==> src/rtl/fruit_motion.sv <==
// Per-fruit motion engine: launches a fruit from the bottom edge, applies
// velocity and gravity once per frame, bounces off the side walls and
// reports slice / miss events to the game controller.
//
// state  | meaning
// -------+------------------------------------------------------------
// IDLE   | no fruit on screen, waiting for a launch request
// FLYING | fruit in flight, physics running, can be sliced or missed
// SLICED | split-fruit art shown, physics running with vx held at 0,
//        | returns to IDLE after SLICE_FRAMES ticks or on bottom exit
module fruit_motion #(
  parameter int X_MIN        = 0,
  parameter int X_MAX        = 639,
  parameter int Y_MAX        = 479,
  parameter int SIZE         = 16,
  parameter int GRAVITY      = 1,
  parameter int SLICE_FRAMES = 30
) (
  input  logic       Clk,
  input  logic       Reset,
  input  logic       frame_clk,
  input  logic       launch,
  input  logic [9:0] launch_x,
  input  logic [3:0] launch_vx,
  input  logic [5:0] launch_vy,
  input  logic       slice,
  output logic [9:0] FruitX,
  output logic [9:0] FruitY,
  output logic [9:0] Fruit_size,
  output logic       fruit_on,
  output logic       fruit_sliced,
  output logic       sliced_pulse,
  output logic       missed_pulse
);

  localparam int CNT_W = $clog2(SLICE_FRAMES + 1);

  // Physics runs in signed 12-bit so negative intermediate positions are visible.
  localparam logic signed [11:0] X_MIN_S   = 12'(X_MIN);
  localparam logic signed [11:0] X_LIM_S   = 12'(X_MAX + 1 - SIZE);
  localparam logic signed [11:0] Y_MAX_S   = 12'(Y_MAX);
  localparam logic signed [11:0] GRAV_S    = 12'(GRAVITY);
  localparam logic signed [11:0] VY_SAT_S  = 12'sd31;
  localparam logic signed [11:0] ZERO_S    = 12'sd0;
  localparam logic [9:0]         X_LIM     = 10'(X_MAX + 1 - SIZE);
  localparam logic [9:0]         Y_SPAWN   = 10'(Y_MAX + 1 - SIZE);

  typedef enum logic [1:0] {
    IDLE   = 2'd0,
    FLYING = 2'd1,
    SLICED = 2'd2
  } state_t;

  state_t             state_q, state_d;
  logic [9:0]         fx_q, fx_d;
  logic [9:0]         fy_q, fy_d;
  logic signed [11:0] vx_q, vx_d;
  logic signed [11:0] vy_q, vy_d;
  logic [CNT_W-1:0]   cnt_q, cnt_d;
  logic               frame_clk_q;
  logic               sliced_pulse_q, sliced_pulse_d;
  logic               missed_pulse_q, missed_pulse_d;

  logic               frame_tick;
  logic signed [11:0] x_sum, y_sum, vy_base, vy_sum;
  logic [9:0]         phys_x, phys_y;
  logic signed [11:0] phys_vx, phys_vy;
  logic               y_exit;

  assign frame_tick = frame_clk & ~frame_clk_q;

  // One-frame physics step computed from the current registered state.
  always_comb begin
    x_sum   = $signed({2'b00, fx_q}) + vx_q;
    y_sum   = $signed({2'b00, fy_q}) + vy_q;
    phys_vx = vx_q;
    vy_base = vy_q;
    phys_x  = x_sum[9:0];
    phys_y  = y_sum[9:0];
    if (x_sum < X_MIN_S) begin
      phys_x  = X_MIN_S[9:0];
      phys_vx = -vx_q;
    end else if (x_sum > X_LIM_S) begin
      phys_x  = X_LIM;
      phys_vx = -vx_q;
    end
    if (y_sum < ZERO_S) begin
      phys_y  = 10'd0;
      vy_base = ZERO_S;
    end
    vy_sum  = vy_base + GRAV_S;
    phys_vy = (vy_sum > VY_SAT_S) ? VY_SAT_S : vy_sum;
    y_exit  = (y_sum > Y_MAX_S);
  end

  // Next-state, motion register and event pulse decode.
  always_comb begin
    state_d        = state_q;
    fx_d           = fx_q;
    fy_d           = fy_q;
    vx_d           = vx_q;
    vy_d           = vy_q;
    cnt_d          = cnt_q;
    sliced_pulse_d = 1'b0;
    missed_pulse_d = 1'b0;
    unique case (state_q)
      IDLE: begin
        if (launch) begin
          state_d = FLYING;
          fx_d    = (launch_x > X_LIM) ? X_LIM : launch_x;
          fy_d    = Y_SPAWN;
          vx_d    = {{8{launch_vx[3]}}, launch_vx};
          vy_d    = {{6{launch_vy[5]}}, launch_vy};
        end
      end
      FLYING: begin
        if (frame_tick) begin
          fx_d = phys_x;
          fy_d = phys_y;
          vx_d = phys_vx;
          vy_d = phys_vy;
        end
        // A slice in the same cycle as an exit wins: the fruit counts as hit.
        if (slice) begin
          state_d        = SLICED;
          sliced_pulse_d = 1'b1;
          cnt_d          = CNT_W'(SLICE_FRAMES);
          vx_d           = ZERO_S;
        end else if (frame_tick && y_exit) begin
          state_d        = IDLE;
          missed_pulse_d = 1'b1;
        end
      end
      SLICED: begin
        if (frame_tick) begin
          fx_d  = phys_x;
          fy_d  = phys_y;
          vx_d  = phys_vx;
          vy_d  = phys_vy;
          cnt_d = cnt_q - CNT_W'(1);
          if ((cnt_q <= CNT_W'(1)) || y_exit) begin
            state_d = IDLE;
          end
        end
      end
      default: begin
        state_d = IDLE;
      end
    endcase
  end

  // State and motion registers, cleared asynchronously by Reset.
  always_ff @(posedge Clk or posedge Reset) begin
    if (Reset) begin
      state_q        <= IDLE;
      fx_q           <= 10'd0;
      fy_q           <= Y_SPAWN;
      vx_q           <= ZERO_S;
      vy_q           <= ZERO_S;
      cnt_q          <= '0;
      frame_clk_q    <= 1'b0;
      sliced_pulse_q <= 1'b0;
      missed_pulse_q <= 1'b0;
    end else begin
      state_q        <= state_d;
      fx_q           <= fx_d;
      fy_q           <= fy_d;
      vx_q           <= vx_d;
      vy_q           <= vy_d;
      cnt_q          <= cnt_d;
      frame_clk_q    <= frame_clk;
      sliced_pulse_q <= sliced_pulse_d;
      missed_pulse_q <= missed_pulse_d;
    end
  end

  assign FruitX       = fx_q;
  assign FruitY       = fy_q;
  assign Fruit_size   = 10'(SIZE);
  assign fruit_on     = (state_q != IDLE);
  assign fruit_sliced = (state_q == SLICED);
  assign sliced_pulse = sliced_pulse_q;
  assign missed_pulse = missed_pulse_q;

endmodule

==> config.mk <==
export PLATFORM = sky130hd
export DESIGN_NAME = fruit_motion
export DESIGN_NICKNAME = d
export VERILOG_FILES = /design/src/rtl/fruit_motion.sv
export SDC_FILE = /design/constraint.sdc
export NUM_CORES = 1
export LEC_CHECK = 0
export BUFFER_PORTS_ARGS = -buffer_cell sky130_fd_sc_hd__clkbuf_2
export CELL_PAD_IN_SITES_DETAIL_PLACEMENT = 0
export CELL_PAD_IN_SITES_GLOBAL_PLACEMENT = 1
export CORE_ASPECT_RATIO = 1.5
export CORE_MARGIN = 2
export CORE_UTILIZATION = 35
export CTS_BUF_LIST = sky130_fd_sc_hd__clkbuf_4 sky130_fd_sc_hd__clkbuf_8
export DETAILED_ROUTE_END_ITERATION = 7
export PLACE_DENSITY_LB_ADDON = 0.1
export SYNTH_ARGS = -nofsm -noshare
export SYNTH_HDL_FRONTEND = slang
export SYNTH_SLANG_ARGS = --single-unit
export TNS_END_PERCENT = 100
==> constraint.sdc <==
create_clock -name Clk -period 10.03 [get_ports Clk]
set_input_delay 2.006 -clock Clk [delete_from_list [all_inputs] [get_ports Clk]]
set_output_delay 2.006 -clock Clk [all_outputs]
set_load 0.005 [all_outputs]
==> results_dict.tcl, run 1 <==
set metrics [dict create \
    status "finished clean" \
    p_sw_mw 0.802 \
    area_growth_pct 9.57 \
    worst_slew_pin_slew_ns 0.917 \
    placed_cells 677 \
    critical_path_arrival_ns 5.19 \
    cpMostUsedCell "ha_1" \
    crit_chain "ha_1 > a21o_1 > a21o_1 > a2111oi_4 > nor2_1 > a21oi_1 > nor2b_1 > ha_1 > nand2b_1 > inv_1 > ha_1 > nand3_1 > o21ai_0 > a21oi_1 > a2111oi_1 > o21ai_1 > o311ai_0" \
    fmaxAchievable_ghz 0.201 \
    finalSetupViolCount 0 \
    ys_async_sr_fraction 1.00 \
    final_area_mm2 0.00467 \
    cts_buffers 5 \
    placed_area_mm2 0.00458 \
    start_util 0.356 \
    pwr-share-clk 0.089 \
    antenna_found_initial 0 \
    clk_pin_slew_worst_paths_ns 0.11 \
    drc_errors 0 \
    dp_hpwl_um 9080 \
    ys_seq_area_frac 0.318 \
    holdCritPathClass "reg -> reg" \
    clkSinkCount 54 \
    ios 59 \
    grt_max_degree 55 \
    htreeDepth 2 \
    dr.first_iter.drc_count 144 \
    start_kind "flip-flop" \
    vias 3860 \
    cts-root-buf "clkbuf_8" \
    instances_no_fill 685 \
    maxSlewHeadroom 0.389 \
    worst_path_largest_cell_delay_ns 0.64 \
    fillers 1263 \
    nets 588 \
    fin_tns_setup_ns 0 \
    postRouteAntennaNets 0 \
    p_sw_frac 0.513 \
    drt-total-wl_um 12300 \
    drive_gt1_frac 0.162 \
    path_class "reg -> reg" \
    clk_latency_ns 0.33 \
    routedWlPerCell_um 17.9 \
    first_pass_iters 5 \
    ys.flop_type "dfrtp_1" \
    io_buffers 48 \
    cts_setup_buffers 0 \
    dieHeight_um 139 \
    grt-ovfl-total 0 \
    synth-edff-count 0 \
    rsz0062_at_grt "false" \
    grt_usage 0.195 \
    post-route-min-period_ns 4.98 \
    ir_drop_v 0.000161 \
    cts_tree "done" \
    powerDensity_mw_per_mm2 335 \
    cts_buffer_depth 2 \
    syn_area_mm2 0.00426 \
    first_global_vias 3790 \
    power_frac_comb 0.652 \
    drv_cap 0 \
    syn_avg_cell_area_um2 8.66 \
    worstPathRequired_ns 10.25 \
    grt_first_pass_wirelength_um 20000 \
    synth_seq_cells 54 \
    die_area_mm2 0.0131 \
    p_leak_nw 2.03 \
    slowest_stage "a2111oi_1" \
    viasPerCell 5.64 \
    p_seq_frac 0.259 \
    period_share 0.496 \
    hold_violations 0 \
    p_int_mw 0.762 \
    critPathCaptureType "flip-flop" \
    ys_types 74 \
    maxSlewViolCount 0 \
    place_congestion 0.847 \
    coreArea_mm2 0.0120 \
    rows 49 \
    synth_warnings 0 \
    cp_max_fo 18 \
    die_w_um 94.1 \
    n_antenna_cell 0 \
    synthCells 492 \
    fin_skew_ns 0.00896 \
    cts.hold.buffers_added 0 \
    ctsResizeCount 0 \
]
[per-stage QoR]
stage / setup WS (ns) / utilization / hold WS [ns] / power [mW]
after floorplan: 5.67 / - / 0.466 / 1.17
after global placement: 5.26 / 0.383 / 0.500 / 1.43
after detailed placement: 5.08 / 0.383 / 0.494 / 1.43
after CTS: 5.06 / 0.391 / 0.523 / 1.58
after global routing: 4.47 / 0.391 / 0.545 / 1.72
final: 5.05 / 0.391 / 0.524 / 1.56
[cells in the final DEF (no fill, tap or decap), drive strengths merged, types with 4 or more instances in the layout]
cell type and count:
a211oi 4, a21o 7, a21oi 33, a22o 6, a22oi 6, a311oi 20
a31oi 4, and3 4, buf 4, clkbuf 55, conb 10, dfrtp 50
dfstp 4, ha 30, inv 22, nand2 27, nand2b 11, nand3 19
nand4 5, nor2 44, nor2b 10, nor3 11, nor4 5, o21a 5
o21ai 43, o22ai 4, or2 4, or3 11, xnor2 13, xor2 7
[path summary, 6_finish.rpt]
check / from / endpoint / slack, ns / depth (start not counted)
max in group asynchronous: Reset / FruitX[2] / 7.65 / 3
worst max register to register: vy_q[1] / vy_q[7] / 5.05 / 17
worst min-delay path: vy_q[11] / vy_q[11] / 0.52 / 1
worst min register to register: vy_q[11] / vy_q[11] / 0.52 / 1
min in group asynchronous: Reset / sliced_pulse / 1.86 / 3
worst max-delay path: vy_q[1] / vy_q[7] / 5.05 / 17
[registers in the layout, summed over array words and instances, names as in the netlist]
register	flops
vx_q	12
vy_q	12
missed_pulse	1
cnt_q	5
frame_clk_q	1
sliced_pulse	1
state_q	2
FruitY	10
FruitX	10
[metal layers]
| layer | wire [um] | share of wire | global-route usage |
|---|---|---|---|
| met4 | 291 | 0.024 | 0.0725 |
| met5 | 0 | 0 | 0 |
| met3 | 307 | 0.025 | 0.0228 |
| met1 | 5070 | 0.41 | 0.230 |
| met2 | 6590 | 0.54 | 0.355 |
[cell usage after synthesis, types with 3 or more instances]
| cell type | number | share of area |
|---|---|---|
| dfrtp_1 | 50 | 0.29 |
| nor2_1 | 42 | 0.037 |
| o21ai_0 | 41 | 0.048 |
| a21oi_1 | 33 | 0.039 |
| ha_1 | 30 | 0.088 |
| nand2_1 | 27 | 0.024 |
| inv_1 | 22 | 0.019 |
| a311oi_1 | 19 | 0.039 |
| nand3_1 | 19 | 0.022 |
| xnor2_1 | 13 | 0.027 |
| clkbuf_1 | 12 | 0.011 |
| nand2b_1 | 11 | 0.016 |
| nor3_1 | 11 | 0.013 |
| buf_4 | 10 | 0.018 |
| nor2b_1 | 10 | 0.015 |
| or3_1 | 10 | 0.015 |
| a21o_1 | 7 | 0.012 |
| xor2_1 | 7 | 0.014 |
| a22o_1 | 6 | 0.012 |
| a22oi_1 | 6 | 0.011 |
| nand4_1 | 5 | 0.0073 |
| nor4_1 | 5 | 0.0073 |
| o21a_1 | 5 | 0.0088 |
| a211oi_1 | 4 | 0.0070 |
| a31oi_1 | 4 | 0.0059 |
| dfstp_2 | 4 | 0.025 |
| or2_2 | 4 | 0.0059 |
| a21boi_0 | 3 | 0.0053 |
| and3_1 | 3 | 0.0044 |
| nor4b_1 | 3 | 0.0062 |
| o22a_1 | 3 | 0.0062 |
| o22ai_1 | 3 | 0.0044 |
| o31ai_1 | 3 | 0.0053 |
[logic make-up after synthesis]
kind of cell             Yosys count  synth area share
AND/OR/NAND/NOR                  168             0.206
AO/OA/AOI/OAI                    164             0.270
flip-flops                        54             0.318
buffers and inverters             50            0.0605
adder cells (fa/ha/maj)           32            0.0975
XOR/XNOR                          20            0.0411
other                              2           0.00176
multiplexers                       2           0.00499
[power by group through the flow]
stage / logic (mW) / clock network, mW / registers [mW]
6_report: 1.02 / 0.139 / 0.406
5_1_grt: 1.15 / 0.155 / 0.419
4_1_cts: 1.03 / 0.145 / 0.405
3_5_place_dp: 1.02 / 0 / 0.410
3_3_place_gp: 1.02 / 0 / 0.407
2_1_floorplan: 0.797 / 0 / 0.371
[critical path, delay by kind of cell (launching register included)]
family,cells,cell delay [ns]
AO/OA/AOI/OAI,9,2.64
AND/OR/NAND/NOR,4,0.65
flip-flops,1,0.47
buffers and inverters,1,0.09
adder cells (fa/ha/maj),3,1.01
[layout make-up]
| class | instances | area [um^2] | share of cell area |
|---|---|---|---|
| clock buffer | 7 | 83.8 | 0.0180 |
| multi-input combinational | 396 | 2680 | 0.573 |
| inverter | 22 | 82.6 | 0.0177 |
| sequential | 54 | 1360 | 0.290 |
| timing repair buffer | 52 | 270 | 0.0579 |
| tap | 153 | 191 | 0.0410 |
| clock inverter | 1 | 7.51 | 0.00161 |
No activity file was read; power rests on OpenSTA's default activity.
==> inputs of run 2 (changes only) <==
==> constraint.sdc (replaced) <==
create_clock -name Clk -period 4.5 [get_ports Clk]
set_input_delay 0.9 -clock Clk [delete_from_list [all_inputs] [get_ports Clk]]
set_output_delay 0.9 -clock Clk [all_outputs]
set_load 0.005 [all_outputs]
==> run 2 against run 1 <==
Compared with the run above:
- combinational power is 140% higher
- final cell count is 1.6% higher
- clock skew is 0.010 ns higher
- global-route usage is 0.071 points higher
==> results_dict.tcl, run 2 (same netlist as run 1, synthesis figures left out) <==
set metrics [dict create \
    ir_drop_v 0.000352 \
    drt-total-wl_um 12400 \
    start_kind "flip-flop" \
    dr.first_iter.drc_count 170 \
    gr-usage-met3 0.0201 \
    postRouteAntennaNets 0 \
    holdCritPathClass "reg -> reg" \
    worst_slew_pin_slew_ns 0.748 \
    period_share 0.941 \
    p_seq_frac 0.243 \
    final_cell_mix "49 x dfrtp_1, 48 x clkbuf_2, 42 x nor2_1" \
    finalSetupViolCount 0 \
    coreArea_mm2 0.0120 \
    clkSinkCount 54 \
    p_int_mw 1.79 \
    nets 599 \
    pwr-share-clk 0.083 \
    grt-ovfl-total 0 \
    p_sw_frac 0.509 \
    maxSlewHeadroom 0.502 \
    drc_errors 0 \
    io_buffers 48 \
    power_frac_comb 0.674 \
    top_regs "vx_q: 12 flops, vy_q: 12 flops" \
    grt_first_pass_wirelength_um 20100 \
    vias 3926 \
    first_global_vias 3949 \
    p_sw_mw 1.85 \
    use_met1 0.215 \
    critPathCaptureType "flip-flop" \
    worst_path_largest_cell_delay_ns 0.47 \
    first_pass_iters 4 \
    cp_max_fo 7 \
    crit_chain "ha_1 > a21o_1 > a21o_1 > a2111oi_4 > nor2_1 > a21oi_1 > nor2b_1 > ha_1 > nand2b_4 > inv_1 > ha_2 > nand4_1 > o31ai_1 > a21oi_4 > a2111oi_4 > nor2_1 > nor2b_1 > o22a_1 > o21ai_0" \
    antenna_found_initial 0 \
    clk_latency_ns 0.34 \
    final_common_cell "dfrtp_1" \
    cts-root-buf "clkbuf_8" \
    fin_skew_ns 0.0190 \
    post-route-min-period_ns 4.24 \
    n_antenna_cell 0 \
    place_congestion 0.932 \
    p_total_mw 3.64 \
    seq_area_mm2 0.00136 \
    start_util 0.356 \
    fmaxAchievable_ghz 0.236 \
    fin_tns_setup_ns 0 \
    viasPerCell 5.64 \
    hold_violations 0 \
    multi_input_area_mm2 0.00274 \
    path_class "reg -> reg" \
    rows 49 \
    worstPathRequired_ns 4.72 \
    maxSlewViolCount 0 \
    drive_gt1_frac 0.195 \
    grt_usage 0.196 \
    ios 59 \
    clk_pin_slew_worst_paths_ns 0.11 \
    cts_buffer_depth 2 \
    die_area_mm2 0.0131 \
    powerDensity_mw_per_mm2 754 \
    die_w_um 94.1 \
    met2_usage 0.376 \
    final_area_mm2 0.00483 \
    cts_buffers 5 \
    critical_path_arrival_ns 4.45 \
    routedWlPerCell_um 17.9 \
    gr-max-usage-layer "met2" \
    area_growth_pct 13.2 \
    post-route-util 0.404 \
    dp_hpwl_um 9530 \
    status "finished clean" \
    p_leak_nw 2.10 \
    htreeDepth 2 \
    rsz0062_at_grt "false" \
    drv_cap 0 \
    placed_area_mm2 0.00467 \
    fillers 1272 \
    slowest_stage "dfrtp_2" \
    cts_tree "done" \
    grt_max_degree 55 \
    dieHeight_um 139 \
]
[run 2: repair_timing]
| item | CTS | global route |
|---|---|---|
| resized for setup | 1 | 10 |
| setup endpoints to repair | 4 | 8 |
| hold buffers | 0 | 0 |
| pin swaps | 0 | 2 |
| setup buffers | 0 | 1 |
[run 2: worst max-delay path: cells and delay by family (launching register included)]
family	cells	cell delay, ns
compound gates	9	2.00
buf+inv	1	0.08
flops	1	0.47
fa+ha+maj	3	0.81
simple gates	6	0.77
[run 2: metrics by stage]
step | setup slack (ns) | instances | hold WS, ns
2_1_floorplan | 0.137 | 500 | 0.466
3_3_place_gp | -0.00820 | 687 | 0.510
6_report | 0.264 | 696 | 0.540
5_1_grt | 0.00151 | 696 | 0.556
4_1_cts | 0.0636 | 695 | 0.541
3_5_place_dp | -0.119 | 687 | 0.515
[run 2: routing by layer]
layer,routed length [um],part of all wire
met1,4760,0.38
met2,7070,0.57
met3,274,0.022
met4,335,0.027
met5,0,0
[run 2: power groups by stage]
stage	registers (mW)	clock network (mW)	logic, mW
after floorplan	0.826	0	1.78
after global placement	0.889	0	2.39
after detailed placement	0.893	0	2.40
after CTS	0.883	0.319	2.42
after global routing	0.911	0.331	2.75
final	0.885	0.302	2.45
[run 2: final cells by class]
type	instances	share of cell area
well taps	153	0.0397
clock inverters	3	0.00519
inverters	22	0.0171
repair buffers	63	0.0757
flip-flops and latches	54	0.281
multi-input cells	396	0.567
clock buffers	5	0.0143
[run 2: worst paths after layout]
check,from,slack [ns],cells past startpoint,to
hold reg to reg,FruitX[9],0.54,2,FruitX[9]
max in group asynchronous,Reset,3.21,3,vy_q[0]
setup reg to reg,vy_q[0],0.26,19,vy_q[4]
hold / removal,FruitX[9],0.54,2,FruitX[9]
min in group asynchronous,Reset,0.75,3,cnt_q[0]
setup / recovery,vy_q[0],0.26,19,vy_q[4]
